--- src/rtl/stage_if.sv ---
// Instruction fetch stage: single-outstanding fetch FSM feeding a small buffer toward decode.
// Define STAGE_IF_BUF2_EN for a 2-entry output FIFO; otherwise the buffer is a single register.
//
// state | meaning
// ISSUE | present fetch request for pc_q when the buffer has room
// WAIT  | one request outstanding, waiting for its response
// DRAIN | outstanding response belongs to a flushed path; discard it
// HALT  | fetch stopped after wfi; buffer still drains to decode
module stage_if #(
  parameter int               Width   = 32,
  parameter logic [Width-1:0] ResetPc = 32'h0000_0000
) (
  input  logic             clk,
  input  logic             rst,
  output logic             imem_req_valid,
  output logic [Width-1:0] imem_req_addr,
  input  logic             imem_req_ready,
  input  logic             imem_rsp_valid,
  input  logic [31:0]      imem_rsp_data,
  input  logic             redirect_valid,
  input  logic [Width-1:0] redirect_pc,
  input  logic             wfi,
  input  logic             wake,
  output logic             out_valid,
  input  logic             out_ready,
  output logic [Width-1:0] out_pc,
  output logic [31:0]      out_opcode
);

`ifdef STAGE_IF_BUF2_EN
  localparam int Depth = 2;
`else
  localparam int Depth = 1;
`endif

  typedef enum logic [1:0] {ISSUE, WAIT, DRAIN, HALT} state_t;

  state_t           state_q, state_d;
  logic [Width-1:0] pc_q, pc_d;
  logic             halt_q, halt_d;
  logic [1:0]       count_q;
  logic [Width-1:0] head_pc_q;
  logic [31:0]      head_op_q;
  logic             push, pop, flush, free, req_fire;

  assign flush    = redirect_valid;
  assign pop      = (count_q != 2'd0) & out_ready & ~redirect_valid;
  assign free     = (count_q < 2'(Depth)) | pop;
  // Gated by rst so nothing is requested while reset is still held.
  assign imem_req_valid = (state_q == ISSUE) & free & ~redirect_valid & ~rst;
  assign imem_req_addr  = pc_q;
  assign req_fire = imem_req_valid & imem_req_ready;
  assign push     = (state_q == WAIT) & imem_rsp_valid & ~redirect_valid;

  assign out_valid  = (count_q != 2'd0);
  assign out_pc     = head_pc_q;
  assign out_opcode = head_op_q;

  always_ff @(posedge clk or posedge rst) begin
    if (rst) begin
      state_q <= ISSUE;
      pc_q    <= ResetPc;
      halt_q  <= 1'b0;
    end else begin
      state_q <= state_d;
      pc_q    <= pc_d;
      halt_q  <= halt_d;
    end
  end

  always_comb begin
    state_d = state_q;
    pc_d    = pc_q;
    halt_d  = halt_q;
    if (redirect_valid)  halt_d = 1'b0;
    else if (wake)       halt_d = 1'b0;
    else if (wfi)        halt_d = 1'b1;

    case (state_q)
      ISSUE: begin
        if (redirect_valid)  state_d = req_fire ? DRAIN : ISSUE;
        else if (req_fire)   state_d = WAIT;
        else if (halt_d)     state_d = HALT;
      end
      // A response arriving with a redirect retires the outstanding request,
      // so there is nothing left to drain.
      WAIT, DRAIN: begin
        if (redirect_valid)      state_d = imem_rsp_valid ? ISSUE : DRAIN;
        else if (imem_rsp_valid) state_d = halt_d ? HALT : ISSUE;
      end
      HALT: begin
        if (redirect_valid || wake) state_d = ISSUE;
      end
      default: state_d = ISSUE;
    endcase

    if (state_d == HALT) halt_d = 1'b0;

    if (redirect_valid)  pc_d = {redirect_pc[Width-1:2], 2'b00};
    else if (push)       pc_d = pc_q + Width'(4);
  end

`ifdef STAGE_IF_BUF2_EN
  logic [Width-1:0] tail_pc_q;
  logic [31:0]      tail_op_q;

  always_ff @(posedge clk or posedge rst) begin
    if (rst) begin
      count_q   <= 2'd0;
      head_pc_q <= '0;
      head_op_q <= '0;
      tail_pc_q <= '0;
      tail_op_q <= '0;
    end else if (flush) begin
      count_q <= 2'd0;
    end else begin
      case ({push, pop})
        2'b10: begin
          if (count_q == 2'd0) begin
            head_pc_q <= pc_q;
            head_op_q <= imem_rsp_data;
          end else begin
            tail_pc_q <= pc_q;
            tail_op_q <= imem_rsp_data;
          end
          count_q <= count_q + 2'd1;
        end
        2'b01: begin
          head_pc_q <= tail_pc_q;
          head_op_q <= tail_op_q;
          count_q   <= count_q - 2'd1;
        end
        2'b11: begin
          if (count_q == 2'd1) begin
            head_pc_q <= pc_q;
            head_op_q <= imem_rsp_data;
          end else begin
            head_pc_q <= tail_pc_q;
            head_op_q <= tail_op_q;
            tail_pc_q <= pc_q;
            tail_op_q <= imem_rsp_data;
          end
        end
        default: ;
      endcase
    end
  end
`else
  always_ff @(posedge clk or posedge rst) begin
    if (rst) begin
      count_q   <= 2'd0;
      head_pc_q <= '0;
      head_op_q <= '0;
    end else if (flush) begin
      count_q <= 2'd0;
    end else if (push) begin
      head_pc_q <= pc_q;
      head_op_q <= imem_rsp_data;
      count_q   <= 2'd1;
    end else if (pop) begin
      count_q <= 2'd0;
    end
  end
`endif

endmodule
--- config.mk ---
export PLATFORM = sky130hd
export DESIGN_NAME = stage_if
export DESIGN_NICKNAME = d
export VERILOG_FILES = /design/src/rtl/stage_if.sv
export SDC_FILE = /design/constraint.sdc
export NUM_CORES = 1
export LEC_CHECK = 0
export ABC_AREA = 1
export ABC_CLOCK_PERIOD_IN_PS = 3800
export CORE_MARGIN = 10
export CORE_UTILIZATION = 30
export CTS_CLUSTER_DIAMETER = 30
export DETAILED_ROUTE_END_ITERATION = 16
export GPL_TIMING_DRIVEN = 0
export MAX_ROUTING_LAYER = met4
export PLACE_DENSITY = 0.67
export SLEW_MARGIN = 15
export SYNTH_ARGS = -nofsm -noshare
export SYNTH_HDL_FRONTEND = slang
export SYNTH_SLANG_ARGS = --single-unit
export TNS_END_PERCENT = 10
--- constraint.sdc ---
create_clock -name clk -period 3.8 [get_ports clk]
set_input_delay 0.76 -clock clk [delete_from_list [all_inputs] [get_ports clk]]
set_output_delay 0.76 -clock clk [all_outputs]
set_load 0.05 [all_outputs]
==> results of run 1 <==
==> worst max-delay path, cell delays in order <==
cell	delay [ns]
sky130_fd_sc_hd__clkdlybuf4s50_1	0.49
sky130_fd_sc_hd__nor3_1	0.24
sky130_fd_sc_hd__and2_1	0.16
sky130_fd_sc_hd__clkdlybuf4s50_1	0.80
==> layout by cell type (no fill, tap or decap), drive strengths merged, types with 4 or more instances in the layout <==
master | netlist | final
a21oi | 5 | 5
buf | 18 | 19
clkbuf | 6 | 17
clkdlybuf4s50 | 0 | 162
conb | 1 | 4
dfrtp | 96 | 96
ha | 5 | 5
inv | 48 | 49
nand2 | 214 | 214
nand3 | 38 | 38
nand3b | 4 | 4
nand4 | 9 | 9
nor2 | 88 | 88
nor3 | 5 | 5
o211ai | 6 | 6
o21ai | 35 | 35
==> logic make-up after synthesis <==
logic type,after synthesis
AO/OA/AOI/OAI,58
XOR/XNOR,1
adder cells (fa/ha/maj),5
buffers and inverters,72
flip-flops,96
multiplexers,1
other,1
AND/OR/NAND/NOR,360
==> metrics by stage <==
| stage | total power [W] | hold slack (ns) | TNS [ns] |
|---|---|---|---|
| 2_1_floorplan | 0.00319 | 0.593 | 0 |
| 3_3_place_gp | 0.00413 | 0.453 | -118.24 |
| 4_1_cts | 0.00518 | 0.475 | 0 |
| 6_report | 0.00512 | 0.469 | 0 |
| 5_1_grt | 0.00541 | 0.492 | 0 |
| 3_5_place_dp | 0.00415 | 0.458 | 0 |
==> state kept, by name, indices dropped and copies added, names as in the netlist <==
register	count
imem_req_addr	30
count_q	1
out_pc	30
halt_q	1
state_q	2
out_opcode	32
==> metal layers <==
layer / wire (µm) / part of all wire (%) / GRT usage (%)
met1: 7080 / 43 / 19.7
met2: 7590 / 46 / 24.5
met3: 1610 / 9.8 / 6.49
met4: 175 / 1.1 / 3.83
met5: 0 / 0 / -
==> power by group through the flow <==
stage / clock network [W] / registers, W / logic [W]
2_1_floorplan: 0 / 0.00273 / 0.000461
5_1_grt: 0.00108 / 0.00163 / 0.00270
4_1_cts: 0.00104 / 0.00158 / 0.00257
3_3_place_gp: 0 / 0.00158 / 0.00255
6_report: 0.00101 / 0.00158 / 0.00253
3_5_place_dp: 0 / 0.00159 / 0.00256
==> area by class of cell <==
cell class | instances | area, µm² | area share (%)
buffer | 24 | 130 | 1.87
clock buffer | 11 | 243 | 3.50
clock inverter | 5 | 78.8 | 1.14
inverter | 48 | 185 | 2.67
multi-input combinational | 429 | 1990 | 28.7
sequential | 96 | 2400 | 34.6
tap | 211 | 264 | 3.80
timing repair buffer | 163 | 1650 | 23.8
==> how the worst max path moves through the flow <==
stage | startpoint | end | slack [ns] | cells past startpoint
finish | rst | imem_req_valid | 0.60 | 4
global route | rst | imem_req_valid | 0.56 | 4
CTS | rst | imem_req_valid | 0.58 | 4
detailed placement | rst | imem_req_valid | 0.59 | 4
global placement | rst | out_opcode[0] | -1.24 | 2
floorplan | rst | count_q[0] | 0.53 | 1
==> metrics.yaml, run 1 <==
run_status:
  run_status: "complete, no violations"
global_routing:
  grt_start_max_net_pins: 59
  grt_overflow_total: 0
  grt_pass1_wl_um: 26500
  grt_antenna_before_repair: 0
  vias_in_the_first_global_route: 4675
  grt_usage_pct: 16.1
synthesis:
  biggest_area_contributors_in_the_synthesized_netlist: "sky130_fd_sc_hd__dfrtp_1, sky130_fd_sc_hd__nand2_1, sky130_fd_sc_hd__nor2_1"
  asyncSetResetFlopFracSynth_pct: 100
  yosysMostFrequentCell: "sky130_fd_sc_hd__nand2_1"
  ys.warnings.count: 0
  yosysUniqueCellTypes: 35
  synthesized_area_divided_by_synthesized_cell_count_um2: 7.90
  post_synthesis_cell_count: 594
  synth_area_leader_cell: "sky130_fd_sc_hd__dfrtp_1"
  synth.cells.most_frequent: "sky130_fd_sc_hd__nand2_1, sky130_fd_sc_hd__dfrtp_1, sky130_fd_sc_hd__nor2_1, sky130_fd_sc_hd__inv_1, sky130_fd_sc_hd__nand3_1"
  synth_ff_type: "sky130_fd_sc_hd__dfrtp_1"
  synth-compound-area-share_pct: 7.23
  post-synth-top-area-fraction_pct: 51.2
  synth_adder_area_share_pct: 1.33
  synth-seq-area-share_pct: 51.2
  ys_seq_elements: 96
  post_synth_mux_area_share_pct: 0.213
  synth-xor-area-share_pct: 0.187
  post_synth_instance_area_mm2: 0.00469
  synth_top_family_by_area: "simple AND/OR/NAND/NOR gates"
  post_synth_and_or_nand_nor_area_fraction_pct: 33.1
  number_of_flops_mapped_to_enable_cells_by_yosys: 0
layout:
  post-route-util_pct: 45.5
  nNetsFinal: 848
  flow.area_growth_from_synthesis_pct: 48.0
  final_design_area_no_fill_mm2: 0.00694
  drive_gt1_share_pct: 7.99
  post_layout_nonfiller_instances: 987
  antenna_fix_cells: 0
  fill_cells: 1515
cts:
  cts_setup_buffers: 0
  cts_inserted_buffers: 9
  clk_pin_slew_worst_paths_ns: 0.06
  cts_tree: "built"
  cts_sinks: 96
  clkLatencyLatePin_ns: 0.35
  holdBufCountCts: 0
  cts.htree.levels: 3
  cts-root-buf: "sky130_fd_sc_hd__clkbuf_16"
  ctsResizeCount: 0
  max-clock-path-buffers: 2
power:
  p_seq_share_pct: 30.8
  power.density_mw_per_mm2: 738
  switching_power_w: 0.00236
  p_leak_nw: 3.22
  pwr-share-clk_pct: 19.7
  netSwitchingFraction_pct: 46.1
  ir_drop_uv: 355
  comb_power_share_pct: 49.5
  internal_power_w: 0.00276
placed_design:
  place_hpwl_um: 12400
  placed_cell_area_mm2: 0.00662
  routabilityCongestion: 0.827
  portBuffers: 162
  dpl_worst_slack_ns: 0.586
  numPlacedInstances: 971
sta:
  fin_skew_ns: 0.00702
  timing.final.ws_setup_ns: 0.595
  report.final.slew_viol_count: 0
  setup_viol: 0
  maxSlewHeadroom_pct: 54.8
  worstMarginPinSlew_ns: 0.678
  final_period_minus_worst_setup_slack_ns: 3.20
  fmax_mhz: 312
  final_hold_viol_count: 0
  grt_setup_unrepaired: "false"
  post-route-period-util_pct: 84.3
die:
  die_y_um: 145
  chipWidth_um: 145
  start_util_pct: 30.7
  std_cell_rows: 45
  total_core_area_mm2: 0.0153
  design.die.area_mm2: 0.0210
  boundaryPins: 170
setup_path:
  worst_setup_path_end_kind: "output port"
  worstReg2RegEnd: "imem_req_addr[15]"
  worst_ep_arrival_time_ns: 2.44
  ff2ff_path_depth: 8
  critPathRequiredTime_ns: 3.04
  timing.rr.start: "state_q[1]"
  startpoint_type: "primary input"
  timing.reg2reg.setup_slack_ns: 1.88
  timing.critical_path.fanout_max: 2
  worst-setup-path-type: "primary input to output port"
drt:
  wl_um: 16500
  avgRoutedWirePerCell_um: 16.7
  remaining_drc_errors: 0
  postRouteAntennaNets: 0
  post_drt_via_cell_ratio: 4.58
  dr_iter_0_viols: 258
  firstDrtPassIters: 4
  num_vias: 4522
worst_hold_path:
  worst_hold_class: "flip-flop to flip-flop"
  min_from: "out_opcode[26]"
  holdPathEnd: "out_opcode[26]"
  whs_path_depth: 2
job:
  cap_violations: 0
No activity file was read; power rests on OpenSTA's default activity.
==> inputs of run 2 (changes only) <==
- ABC_CLOCK_PERIOD_IN_PS: 3800 -> 3000
- clock period: 3.8 -> 3 ns (I/O delays scaled with it)
==> metrics.yaml, run 2 (synthesis results as in run 1) <==
setup_path:
  critPathRequiredTime_ns: 2.40  # -0.64 ns
  startpoint_type: "primary input"
  timing.critical_path.fanout_max: 2  # unchanged
  worst-setup-path-type: "primary input to output port"
  worst_ep_arrival_time_ns: 2.24  # -0.20 ns
  timing.rr.start: "state_q[1]"
  setup.worst_path.start: "rst"
  worst_setup_path_end_kind: "output port"
power:
  ir_drop_uv: 448  # +26%
  netSwitchingFraction_pct: 45.7  # -0.38 points
  p_leak_nw: 3.24  # +0.41%
  pwr-share-clk_pct: 19.6  # about the same
  p_seq_share_pct: 30.9  # about the same
  comb_power_share_pct: 49.5  # about the same
  switching_power_w: 0.00296  # +26%
  internal_power_w: 0.00352  # +27%
  power.density_mw_per_mm2: 928  # +26%
layout:
  flow.area_growth_from_synthesis_pct: 48.9
  layout.cells.most_common: "sky130_fd_sc_hd__nand2_1"
  fill_cells: 1475  # -2.6%
  post_layout_nonfiller_instances: 989  # +0.20%
  multi_input_area_mm2: 0.00199  # unchanged
  drive_gt1_share_pct: 8.11  # +0.12 points
  nNetsFinal: 850  # +0.24%
  largest_register_ff_count: 32  # unchanged
  seq_area_mm2: 0.00240  # unchanged
  post-route-util_pct: 45.8  # +0.27 points
  most-common-layout-cells: "sky130_fd_sc_hd__nand2_1, sky130_fd_sc_hd__clkdlybuf4s50_1, sky130_fd_sc_hd__dfrtp_1"
  final_design_area_no_fill_mm2: 0.00698  # +0.59%
sta:
  fmax_mhz: 353
  grt_setup_unrepaired: "false"
  report.final.slew_viol_count: 0  # unchanged
  finalSetupTns_ns: 0  # unchanged
  final_hold_viol_count: 0  # unchanged
  timing.hold.ws_ns: 0.468  # -0.00133 ns
  setup_viol: 0  # unchanged
  post-route-period-util_pct: 94.5
  fin_skew_ns: 0.00743  # +0.000409 ns
  final_period_minus_worst_setup_slack_ns: 2.84
  maxSlewHeadroom_pct: 53.2  # -1.7 points
  worstMarginPinSlew_ns: 0.703  # +0.0248 ns
cts:
  cts_setup_buffers: 0  # unchanged
  cts_tree: "built"
  cts_inserted_buffers: 9  # unchanged
  cts-root-buf: "sky130_fd_sc_hd__clkbuf_16"
  holdBufCountCts: 0  # unchanged
  cts_sinks: 96  # unchanged
  ctsResizeCount: 0  # unchanged
  cts.htree.levels: 3  # unchanged
  clkLatencyLatePin_ns: 0.35  # about the same
  clk_pin_slew_worst_paths_ns: 0.06  # about the same
  max-clock-path-buffers: 2  # unchanged
die:
  total_core_area_mm2: 0.0153  # unchanged
  start_util_pct: 30.7  # unchanged
  chipWidth_um: 145  # unchanged
  std_cell_rows: 45  # unchanged
  boundaryPins: 170  # unchanged
  design.die.area_mm2: 0.0210  # unchanged
  die_y_um: 145  # unchanged
worst_hold_path:
  worst_hold_class: "flip-flop to flip-flop"
  min_from: "out_opcode[31]"
placed_design:
  routabilityCongestion: 0.808  # -2.4%
  numPlacedInstances: 973  # +0.21%
  placed_cell_area_mm2: 0.00666  # +0.59%
  portBuffers: 162  # unchanged
  place_hpwl_um: 12400  # +0.26%
drt:
  dr_iter_0_viols: 318  # +23%
  wl_um: 16300  # -0.98%
  postRouteAntennaNets: 0  # unchanged
  num_vias: 4550  # +0.62%
  remaining_drc_errors: 0  # unchanged
  post_drt_via_cell_ratio: 4.60  # +0.42%
  avgRoutedWirePerCell_um: 16.5  # -1.2%
  firstDrtPassIters: 5  # +1
global_routing:
  grt_overflow_total: 0  # unchanged
  grt_antenna_before_repair: 1  # +1
  grt_start_max_net_pins: 32  # -46%
  grt_usage_pct: 15.6  # -0.50 points
  vias_in_the_first_global_route: 4523  # -3.3%
  grt_pass1_wl_um: 25700  # -3.0%
run_status:
  run_status: "complete, no violations"
job:
  cap_violations: 0  # unchanged
run 2: through the flow:
| stage | total power, W | setup slack, ns |
|---|---|---|
| after floorplan | 0.00404 | 0.975 |
| after global placement | 0.00523 | 0.118 |
| after detailed placement | 0.00526 | 0.148 |
| after CTS | 0.00655 | 0.148 |
| after global routing | 0.00681 | 0.0544 |
| final | 0.00648 | 0.164 |
run 2: power by group through the flow:
stage / Sequential, W / Combinational (W) / Clock (W)
3_5_place_dp: 0.00201 / 0.00325 / 0
4_1_cts: 0.00200 / 0.00325 / 0.00130
3_3_place_gp: 0.00200 / 0.00323 / 0
2_1_floorplan: 0.00346 / 0.000584 / 0
5_1_grt: 0.00206 / 0.00341 / 0.00135
6_report: 0.00200 / 0.00321 / 0.00127
run 2: per-layer routing:
| metal | vias to the layer above | share of wire [%] | GRT usage, % |
|---|---|---|---|
| met4 | 0 | 1.3 | 4.29 |
| met1 | 2121 | 45 | 19.9 |
| met2 | 165 | 44 | 22.9 |
| met5 | - | 0 | - |
| met3 | 17 | 9.2 | 5.65 |
| li1 | 2247 | - | - |
run 2: worst paths after layout:
kind / endpoint / slack (ns) / cells after the start
max in group asynchronous: imem_req_addr[23] / 1.83 / 3
worst min-delay path: out_opcode[31] / 0.47 / 2
worst max register to register: out_pc[24] / 1.06 / 8
worst min register to register: out_opcode[31] / 0.47 / 2
min in group asynchronous: out_pc[11] / 0.65 / 2
worst max-delay path: imem_req_valid / 0.16 / 4
run 2: final cells by class:
type | count | area share (%)
flip-flops and latches | 96 | 34.4
multi-input cells | 429 | 28.5
repair buffers | 165 | 24.2
well taps | 211 | 3.78
clock buffers | 12 | 3.67
inverters | 48 | 2.63
plain buffers | 24 | 1.86
clock inverters | 3 | 0.932
diodes | 1 | 0.0358
run 2: worst max-delay path: stages:
cell,delay [ns]
sky130_fd_sc_hd__clkdlybuf4s50_1,0.46
sky130_fd_sc_hd__nor3_1,0.23
sky130_fd_sc_hd__and2_1,0.15
sky130_fd_sc_hd__clkdlybuf4s50_1,0.80
